$ cat config.mk
export PLATFORM = sky130hd
export DESIGN_NAME = mips_multicycle_controller_flat
export DESIGN_NICKNAME = d
export VERILOG_FILES = /design/src/rtl/mips_multicycle_controller_if.sv /design/src/rtl/mips_multicycle_controller.sv /design/src/flat_wrapper.sv
export SDC_FILE = /design/constraint.sdc
export NUM_CORES = 1
export LEC_CHECK = 0
export CORE_ASPECT_RATIO = 0.75
export CORE_UTILIZATION = 35
export CTS_CLUSTER_SIZE = 28
export DETAILED_ROUTE_END_ITERATION = 8
export GPL_ROUTABILITY_DRIVEN = 0
export MAX_ROUTING_LAYER = met4
export PLACE_DENSITY = 0.59
export SLEW_MARGIN = 30
export SYNTH_ARGS = -nofsm -noshare
export SYNTH_HDL_FRONTEND = slang
export SYNTH_SLANG_ARGS = --single-unit
$ cat constraint.sdc
create_clock -name clk -period 3.88 [get_ports clk]
set_input_delay 0.776 -clock clk [delete_from_list [all_inputs] [get_ports clk]]
set_output_delay 0.776 -clock clk [all_outputs]
set_load 0.03 [all_outputs]
$ cat src/rtl/mips_multicycle_controller_if.sv
// Control bundle between the multi-cycle MIPS controller and its datapath.
// master: controller side (takes OpCode/Func/Zero, drives enables, selects and status).
// slave : datapath side (drives OpCode/Func/Zero, takes enables, selects and status).
interface mips_multicycle_controller_if;
  logic [5:0]  OpCode;
  logic [5:0]  Func;
  logic        Zero;
  logic        pc_write;
  logic        i_or_d;
  logic        mem_read;
  logic        mem_write;
  logic        ir_write;
  logic        reg_dst;
  logic        save;
  logic        mem_to_reg;
  logic        reg_write;
  logic        alu_src_a;
  logic [1:0]  alu_src_b;
  logic [2:0]  AluOperation;
  logic [1:0]  pc_src;
  logic        instr_done;
  logic        illegal;
  logic [31:0] retired;

  modport master (
    input  OpCode, Func, Zero,
    output pc_write, i_or_d, mem_read, mem_write, ir_write, reg_dst, save,
           mem_to_reg, reg_write, alu_src_a, alu_src_b, AluOperation, pc_src,
           instr_done, illegal, retired
  );

  modport slave (
    output OpCode, Func, Zero,
    input  pc_write, i_or_d, mem_read, mem_write, ir_write, reg_dst, save,
           mem_to_reg, reg_write, alu_src_a, alu_src_b, AluOperation, pc_src,
           instr_done, illegal, retired
  );
endinterface

$ cat src/rtl/mips_multicycle_controller.sv
// Moore control FSM for the multi-cycle MIPS core (3-5 cycles per instruction),
// plus a retired-instruction counter. Ports: clk, rst (async, active high) and
// bus (master modport): OpCode/Func/Zero in; datapath enables/selects, instr_done, illegal, retired out.
module mips_multicycle_controller (
  input  logic                           clk,
  input  logic                           rst,
  mips_multicycle_controller_if.master   bus
);

  localparam logic [5:0] OP_RTYPE = 6'b000000;
  localparam logic [5:0] OP_LW    = 6'b100011;
  localparam logic [5:0] OP_SW    = 6'b101011;
  localparam logic [5:0] OP_BEQ   = 6'b000100;
  localparam logic [5:0] OP_BNE   = 6'b000101;
  localparam logic [5:0] OP_ADDI  = 6'b001000;
  localparam logic [5:0] OP_SLTI  = 6'b001010;
  localparam logic [5:0] OP_J     = 6'b000010;
  localparam logic [5:0] OP_JAL   = 6'b000011;

  localparam logic [5:0] FN_ADD = 6'b100000;
  localparam logic [5:0] FN_SUB = 6'b100010;
  localparam logic [5:0] FN_AND = 6'b100100;
  localparam logic [5:0] FN_OR  = 6'b100101;
  localparam logic [5:0] FN_SLT = 6'b101010;
  localparam logic [5:0] FN_JR  = 6'b001000;

  localparam logic [2:0] ALU_ADD = 3'b010;
  localparam logic [2:0] ALU_SUB = 3'b110;
  localparam logic [2:0] ALU_AND = 3'b000;
  localparam logic [2:0] ALU_OR  = 3'b001;
  localparam logic [2:0] ALU_SLT = 3'b111;

  typedef enum logic [3:0] {
    S_IF, S_ID, S_EXR, S_WBR, S_EXI, S_WBI, S_MADDR,
    S_MRD, S_WBL, S_MWR, S_BR, S_JMP, S_JAL, S_JR
  } state_t;

  state_t      state, next_state;
  logic [31:0] retired_q;
  logic        id_illegal;

  // State register
  always_ff @(posedge clk or posedge rst) begin
    if (rst) state <= S_IF;
    else     state <= next_state;
  end

  // Next-state logic; ID also flags unsupported opcode/function combinations
  always_comb begin
    next_state = S_IF;
    id_illegal = 1'b0;
    case (state)
      S_IF: next_state = S_ID;
      S_ID: begin
        case (bus.OpCode)
          OP_RTYPE: begin
            case (bus.Func)
              FN_JR:                                   next_state = S_JR;
              FN_ADD, FN_SUB, FN_AND, FN_OR, FN_SLT:   next_state = S_EXR;
              default:                                 id_illegal = 1'b1;
            endcase
          end
          OP_LW, OP_SW:     next_state = S_MADDR;
          OP_ADDI, OP_SLTI: next_state = S_EXI;
          OP_BEQ, OP_BNE:   next_state = S_BR;
          OP_J:             next_state = S_JMP;
          OP_JAL:           next_state = S_JAL;
          default:          id_illegal = 1'b1;
        endcase
      end
      S_EXR:   next_state = S_WBR;
      S_EXI:   next_state = S_WBI;
      S_MADDR: next_state = (bus.OpCode == OP_LW) ? S_MRD : S_MWR;
      S_MRD:   next_state = S_WBL;
      default: next_state = S_IF;
    endcase
  end

  // Output logic; strobes are held low while rst is asserted
  always_comb begin
    bus.pc_write     = 1'b0;
    bus.i_or_d       = 1'b0;
    bus.mem_read     = 1'b0;
    bus.mem_write    = 1'b0;
    bus.ir_write     = 1'b0;
    bus.reg_dst      = 1'b0;
    bus.save         = 1'b0;
    bus.mem_to_reg   = 1'b0;
    bus.reg_write    = 1'b0;
    bus.alu_src_a    = 1'b0;
    bus.alu_src_b    = 2'b00;
    bus.AluOperation = 3'b000;
    bus.pc_src       = 2'b00;
    bus.instr_done   = 1'b0;
    bus.illegal      = 1'b0;
    case (state)
      S_IF: begin
        bus.mem_read     = 1'b1;
        bus.ir_write     = 1'b1;
        bus.pc_write     = 1'b1;
        bus.alu_src_b    = 2'b01;
        bus.AluOperation = ALU_ADD;
      end
      S_ID: begin
        // Branch target precomputed into ALUOut while decoding
        bus.alu_src_b    = 2'b11;
        bus.AluOperation = ALU_ADD;
        bus.illegal      = id_illegal;
      end
      S_EXR: begin
        bus.alu_src_a = 1'b1;
        case (bus.Func)
          FN_SUB:  bus.AluOperation = ALU_SUB;
          FN_AND:  bus.AluOperation = ALU_AND;
          FN_OR:   bus.AluOperation = ALU_OR;
          FN_SLT:  bus.AluOperation = ALU_SLT;
          default: bus.AluOperation = ALU_ADD;
        endcase
      end
      S_WBR: begin
        bus.reg_dst    = 1'b1;
        bus.reg_write  = 1'b1;
        bus.instr_done = 1'b1;
      end
      S_EXI: begin
        bus.alu_src_a    = 1'b1;
        bus.alu_src_b    = 2'b10;
        bus.AluOperation = (bus.OpCode == OP_SLTI) ? ALU_SLT : ALU_ADD;
      end
      S_WBI: begin
        bus.reg_write  = 1'b1;
        bus.instr_done = 1'b1;
      end
      S_MADDR: begin
        bus.alu_src_a    = 1'b1;
        bus.alu_src_b    = 2'b10;
        bus.AluOperation = ALU_ADD;
      end
      S_MRD: begin
        bus.i_or_d   = 1'b1;
        bus.mem_read = 1'b1;
      end
      S_WBL: begin
        bus.mem_to_reg = 1'b1;
        bus.reg_write  = 1'b1;
        bus.instr_done = 1'b1;
      end
      S_MWR: begin
        bus.i_or_d     = 1'b1;
        bus.mem_write  = 1'b1;
        bus.instr_done = 1'b1;
      end
      S_BR: begin
        // Only input-dependent output: Zero decides whether the branch is taken
        bus.alu_src_a    = 1'b1;
        bus.AluOperation = ALU_SUB;
        bus.pc_src       = 2'b01;
        bus.pc_write     = (bus.OpCode == OP_BNE) ? ~bus.Zero : bus.Zero;
        bus.instr_done   = 1'b1;
      end
      S_JMP: begin
        bus.pc_write   = 1'b1;
        bus.pc_src     = 2'b10;
        bus.instr_done = 1'b1;
      end
      S_JAL: begin
        // PC already holds PC+4 from IF, so it is the link value
        bus.pc_write   = 1'b1;
        bus.pc_src     = 2'b10;
        bus.save       = 1'b1;
        bus.reg_write  = 1'b1;
        bus.instr_done = 1'b1;
      end
      S_JR: begin
        bus.pc_write   = 1'b1;
        bus.pc_src     = 2'b11;
        bus.instr_done = 1'b1;
      end
      default: ;
    endcase
    if (rst) begin
      bus.pc_write   = 1'b0;
      bus.ir_write   = 1'b0;
      bus.reg_write  = 1'b0;
      bus.mem_read   = 1'b0;
      bus.mem_write  = 1'b0;
      bus.instr_done = 1'b0;
      bus.illegal    = 1'b0;
    end
  end

  // Retired-instruction counter, wraps modulo 2^32
  always_ff @(posedge clk or posedge rst) begin
    if (rst)                 retired_q <= 32'd0;
    else if (bus.instr_done) retired_q <= retired_q + 32'd1;
  end

  assign bus.retired = retired_q;

endmodule

$ cat src/flat_wrapper.sv
// flat-port wrapper written by rule: the top's interface ports become plain ports
module mips_multicycle_controller_flat 
  (clk, rst, bus_OpCode, bus_Func, bus_Zero, bus_pc_write, bus_i_or_d, bus_mem_read, bus_mem_write, bus_ir_write, bus_reg_dst, bus_save, bus_mem_to_reg, bus_reg_write, bus_alu_src_a, bus_alu_src_b, bus_AluOperation, bus_pc_src, bus_instr_done, bus_illegal, bus_retired);
  mips_multicycle_controller_if bus_i ();
  input  logic clk;
  input  logic rst;
  input wire logic [$bits(bus_i.OpCode)-1:0] bus_OpCode;
  input wire logic [$bits(bus_i.Func)-1:0] bus_Func;
  input wire logic [$bits(bus_i.Zero)-1:0] bus_Zero;
  output wire logic [$bits(bus_i.pc_write)-1:0] bus_pc_write;
  output wire logic [$bits(bus_i.i_or_d)-1:0] bus_i_or_d;
  output wire logic [$bits(bus_i.mem_read)-1:0] bus_mem_read;
  output wire logic [$bits(bus_i.mem_write)-1:0] bus_mem_write;
  output wire logic [$bits(bus_i.ir_write)-1:0] bus_ir_write;
  output wire logic [$bits(bus_i.reg_dst)-1:0] bus_reg_dst;
  output wire logic [$bits(bus_i.save)-1:0] bus_save;
  output wire logic [$bits(bus_i.mem_to_reg)-1:0] bus_mem_to_reg;
  output wire logic [$bits(bus_i.reg_write)-1:0] bus_reg_write;
  output wire logic [$bits(bus_i.alu_src_a)-1:0] bus_alu_src_a;
  output wire logic [$bits(bus_i.alu_src_b)-1:0] bus_alu_src_b;
  output wire logic [$bits(bus_i.AluOperation)-1:0] bus_AluOperation;
  output wire logic [$bits(bus_i.pc_src)-1:0] bus_pc_src;
  output wire logic [$bits(bus_i.instr_done)-1:0] bus_instr_done;
  output wire logic [$bits(bus_i.illegal)-1:0] bus_illegal;
  output wire logic [$bits(bus_i.retired)-1:0] bus_retired;
  assign bus_i.OpCode = bus_OpCode;
  assign bus_i.Func = bus_Func;
  assign bus_i.Zero = bus_Zero;
  assign bus_pc_write = bus_i.pc_write;
  assign bus_i_or_d = bus_i.i_or_d;
  assign bus_mem_read = bus_i.mem_read;
  assign bus_mem_write = bus_i.mem_write;
  assign bus_ir_write = bus_i.ir_write;
  assign bus_reg_dst = bus_i.reg_dst;
  assign bus_save = bus_i.save;
  assign bus_mem_to_reg = bus_i.mem_to_reg;
  assign bus_reg_write = bus_i.reg_write;
  assign bus_alu_src_a = bus_i.alu_src_a;
  assign bus_alu_src_b = bus_i.alu_src_b;
  assign bus_AluOperation = bus_i.AluOperation;
  assign bus_pc_src = bus_i.pc_src;
  assign bus_instr_done = bus_i.instr_done;
  assign bus_illegal = bus_i.illegal;
  assign bus_retired = bus_i.retired;
  mips_multicycle_controller u_core (.clk(clk), .rst(rst), .bus(bus_i));
endmodule
======== Word level (Yosys, flattened, before mapping) ========
Cells that the tools add are included.
storage, ports and cells
  bits in registers ....................... 36
  word-level logic and storage cells ...... 79
  output and inout port bits .............. 51
  input port bits ......................... 15
operators by class
  reduce and logical (&&, ||, !) cells .... 17
  mux-type cells .......................... 31
  equal/unequal tests ..................... 27
  $add $sub $neg .......................... 1
  bitwise operators ....................... 1
operators with widths
  kind                                                              count
  4-bit case mux with 6 select lines                                2
  6-bit == test (second input constant)                             7
  32-bit by 1-bit adder with 32-bit output (second input constant)  1
  4-bit == test (second input constant)                             6
  3-bit case mux with 4 select lines                                2
  1-bit two-way mux                                                 20
  6-bit by 4-bit == test with 1-bit output (second input constant)  3
  4-bit by 3-bit == test with 1-bit output (second input constant)  4
  8-bit OR reduction                                                2
  2-bit OR reduction                                                7
  6-bit by 2-bit == test with 1-bit output (second input constant)  2
  6-bit by 3-bit == test with 1-bit output (second input constant)  2
  2-bit case mux with 3 select lines                                2
  4-bit OR reduction                                                3
  4-bit by 2-bit == test with 1-bit output (second input constant)  2
  4-bit case mux with 2 select lines                                1
  6-bit logical NOT                                                 1
  6-bit OR reduction                                                1
  5-bit OR reduction                                                1
  4-bit by 1-bit == test with 1-bit output (second input constant)  1
  4-bit logical NOT                                                 1
  4-bit two-way mux                                                 1
  1-bit case mux with 2 select lines                                2
  3-bit two-way mux                                                 1
  other kinds (2)                                                   2

======== Longest topological paths before layout ========
  depth after elaboration ................. 6
  depth in mapped cells ................... 6
  depth with buffers taken out ............ 5

======== Worst setup path after synthesis ========
OpenSTA, ideal clock, no wires.
  kind .................................... input -> output
  from .................................... input port bus_OpCode[2]
  to ...................................... output port bus_illegal
  required time ........................... 3.104 ns
  stages on the path ...................... 5
  data arrival time ....................... 2.577 ns
  path buffers ............................ 1
  slack ................................... 0.527 ns
  cell sequence ........................... buf_2 -> or3_1 -> nor3_2 -> or3b_1 -> a311oi_1
on the way
  cells in the longest elaborated chain, start to end .. 5
  elaborated cells on any way between the ends .. 13
  classes of those cells .................. eq/ne (8); mux (3); reduce/logical (2)
ends and longest elaborated chain
  what                                   line                               text
  from (decl)                            flat_wrapper.sv:7                  input wire logic [$bits(bus_i.OpCode)-1:0] bus_OpCode;
  6-bit == test (tied with other cells)  mips_multicycle_controller.sv:55   case (bus.OpCode)
  8-bit OR reduction (no source line)    n/a
  1-bit case mux with 2 select lines *   mips_multicycle_controller.sv:55
  1-bit two-way mux *                    mips_multicycle_controller.sv:96   case (state)
  1-bit two-way mux *                    mips_multicycle_controller.sv:181  if (rst) begin
  to (decl)                              flat_wrapper.sv:24                 output wire logic [$bits(bus_i.illegal)-1:0] bus_illegal;
Every way passes the cells marked *; elsewhere a longest branch is shown, timed or not.

======== Final worst setup path ========
  from .................................... input port bus_OpCode[1]
  to ...................................... output port bus_AluOperation[0]
on the way
  cells in the longest elaborated chain, start to end .. 3
ends and longest elaborated chain
  what                                      line                               text
  6-bit by 4-bit == test with 1-bit output  mips_multicycle_controller.sv:128  bus.AluOperation = (bus.OpCode == OP_SLTI) ? ALU_SLT : ALU_ADD;
  3-bit two-way mux                         mips_multicycle_controller.sv:128
  3-bit case mux with 4 select lines        mips_multicycle_controller.sv:96
  to (decl)                                 flat_wrapper.sv:21                 output wire logic [$bits(bus_i.AluOperation)-1:0] bus_AluOperation;
No other way between the ends.

==> results.toml <==
[outcome]
status = "complete, no violations"

[drt]
drc = 0
vias_per_cell = 5.419
antenna_left = 0
wl_per_cell_um = 14.99
first_pass_iters = 4
drt_wl_total_um = 5863
initialDrtViolationCount = 174
vias = 2119

[cts]
hold_buffers = 0
clock-sinks = 36
cts_setup_buffers = 0
clk_latency_ps = 290
cts_tree = "built"
cts-buffers-inserted = 5
htreeDepth = 2
cts_resized = 0
cts_root_buf = "clkbuf_8"
clk_pin_slew_ps = 70
clk_path_buf_depth = 2

[yosys]
ys_seq_area_share_pct = 39.17
ys_ff_latch = 36
synth.area.top_cells = "dfrtp_1 39%, xor2_1 6.9%, xnor2_1 5.0%"
ys.flop_type = "dfrtp_1"
synth_cells = 247
yosysMostFrequentCell = "dfrtp_1"
ys_top_cells_by_count = "36 x dfrtp_1, 21 x nor3_1, 18 x xor2_1"
yosysWarnings = 0
synth_enable_flop_cells = 0
synthArstFlopShare_pct = 100.0
syn-num-nets = 263
yosysUniqueCellTypes = 57
yosysTopAreaCell = "dfrtp_1"
avgSynthCellArea_sq_um = 9.311
synth_top_area_share_pct = 39.17
syn-cell-area_sq_mm = 0.002300

[floorplanning]
die_x_um = 95.60
io_pins = 66
core_area_sq_mm = 0.006319
start_util_pct = 36.40
die_area_sq_mm = 0.006902
dieHeight_um = 72.20
rows = 25

[setup_path]
crit_buf_inv = 3
crit_family = "buffers and inverters"
cp_cell_sequence = "clkdlybuf4s50_1, buf_4, or2b_1, nor2_1, nand4_1, o41ai_1, clkdlybuf4s50_1"
crit_slowest_cell = "clkdlybuf4s50_1"
path_class = "in -> out"
end_kind = "output pin"
crit_arrival_ps = 2840
worst_ep_required_time_ps = 3100
slowest_delay_ps = 730
crit_path_frequent_cell = "clkdlybuf4s50_1"
cp-start-kind = "input pin"
path_max_fanout = 9

[global_route]
track_usage_pct = 18.67
antenna_found_initial = 0
grt_start_max_net_pins = 37
grt_pass1_wl_um = 9625
grt_pass1_vias = 1890
globalRouteOverflowTotal = 0

[placed_design]
post-dp-hpwl_um = 4146
io_buffers = 65
dp_worst_setup_slack_ps = 126.5
dp_cells = 384

[power_and_ir_drop]
cellPowerDensity_mw_per_mm2 = 297.2
p_leak_nw = 1.329
vdd_drop_max_v = 0.0002530

[cells_and_area]
nets = 326
diodes = 0
fin_cells = 391
drive_gt1_share_pct = 8.710
syn2layout_area_growth_pct = 34.44

[timing]
setup_viol = 0
finClkSkew_ps = 8.847
worst_pin_slew_ps = 605.1
maxSlewViolCount = 0
max_freq_mhz = 276.5
hold_viol_final = 0
rsz0062_at_grt = "false"
finalWorstSetupSlack_ps = 262.7
fin_tns_setup_ps = 0
period_share_pct = 93.23
min_period_ps = 3617
slew_headroom_pct = 59.29

[hold_path]
hold_path_class = "reg -> reg"

[job]
cap_violations = 0
[per-stage QoR]
stage	total power, W	util, %	hold slack, ps	cell area (sq um)
floorplan	0.0005778	-	648.6	2300
global placement	0.0006720	47.66	458.2	3012
detailed placement	0.0006727	47.66	468.2	3012
CTS	0.0009312	48.89	478.2	3089
global route	0.0009716	48.93	494.7	3092
finish	0.0009187	48.93	475.1	3092
[layer usage]
layer / global-route usage (%) / share of wire [%] / vias to the layer above
li1: - / - / 1024
met1: 28.48 / 52 / 1012
met2: 24.29 / 41 / 76
met3: 4.298 / 6.3 / 7
met4: 5.141 / 0.97 / 0
met5: - / 0 / -
[kinds of logic (layout without fill, tap and decap cells)]
| logic type | Yosys count | in the layout | synth area share (%) |
|---|---|---|---|
| compound gates | 30 | 30 | 9.686 |
| xor+xnor | 31 | 31 | 11.81 |
| fa+ha+maj | 1 | 1 | 0.5440 |
| buf+inv | 25 | 88 | 5.277 |
| flops | 36 | 36 | 39.17 |
| mux | 4 | 4 | 1.850 |
| simple gates | 120 | 120 | 31.67 |
[placed cells by master, fill, tap and decap left out, types with 5 or more instances in the layout]
master / instances
clkdlybuf4s50_1: 62
dfrtp_1: 36
nor3_1: 21
xor2_1: 18
nand2_1: 16
xnor2_1: 13
nor2_1: 12
nand3_1: 10
inv_1: 9
nand4_1: 9
buf_4: 9
nor4_1: 8
and4_1: 6
nand2b_1: 6
clkbuf_8: 5
[sequential cells by signal, indices dropped and copies added (netlist names)]
register / count
u_core.bus.retired: 32
u_core.state: 4
[area by class of cell]
cell class | count | area, sq um
Clock buffer | 6 | 72.57
Clock inverter | 1 | 5.005
Fill cell | 624 | 3227
Inverter | 9 | 33.78
Multi-Input combinational cell | 186 | 1277
Sequential cell | 36 | 900.9
Tap cell | 81 | 101.3
Timing Repair Buffer | 72 | 700.7
[report_power, final]
part / internal [W] / switching [W]
combinational: 0.000107 / 0.000127
sequential: 0.000391 / 0.0000419
clock: 0.000122 / 0.000130
[path summary, 6_finish.rpt]
| kind | from | endpoint | slack [ps] | depth (start not counted) |
|---|---|---|---|---|
| worst max register to register | u_core.state[0]$_DFF_PP0_ | u_core.bus.retired[31]$_DFFE_PP0P_ | 1780 | 4 |
| max in group asynchronous | rst | u_core.state[0]$_DFF_PP0_ | 2300 | 3 |
| worst min-delay path | u_core.bus.retired[31]$_DFFE_PP0P_ | u_core.bus.retired[31]$_DFFE_PP0P_ | 480 | 1 |
| worst max-delay path | bus_OpCode[1] | bus_AluOperation[0] | 260 | 7 |
| worst min register to register | u_core.bus.retired[31]$_DFFE_PP0P_ | u_core.bus.retired[31]$_DFFE_PP0P_ | 480 | 1 |
| min in group asynchronous | rst | u_core.bus.retired[29]$_DFFE_PP0P_ | 1230 | 3 |
[worst register-to-register path: cells and delay by family, from the launching register on]
kind,cells,cell delay (ps)
compound gates,1,170
xor+xnor,1,170
flops,1,730
simple gates,2,960
No activity file was read; power rests on OpenSTA's default activity.
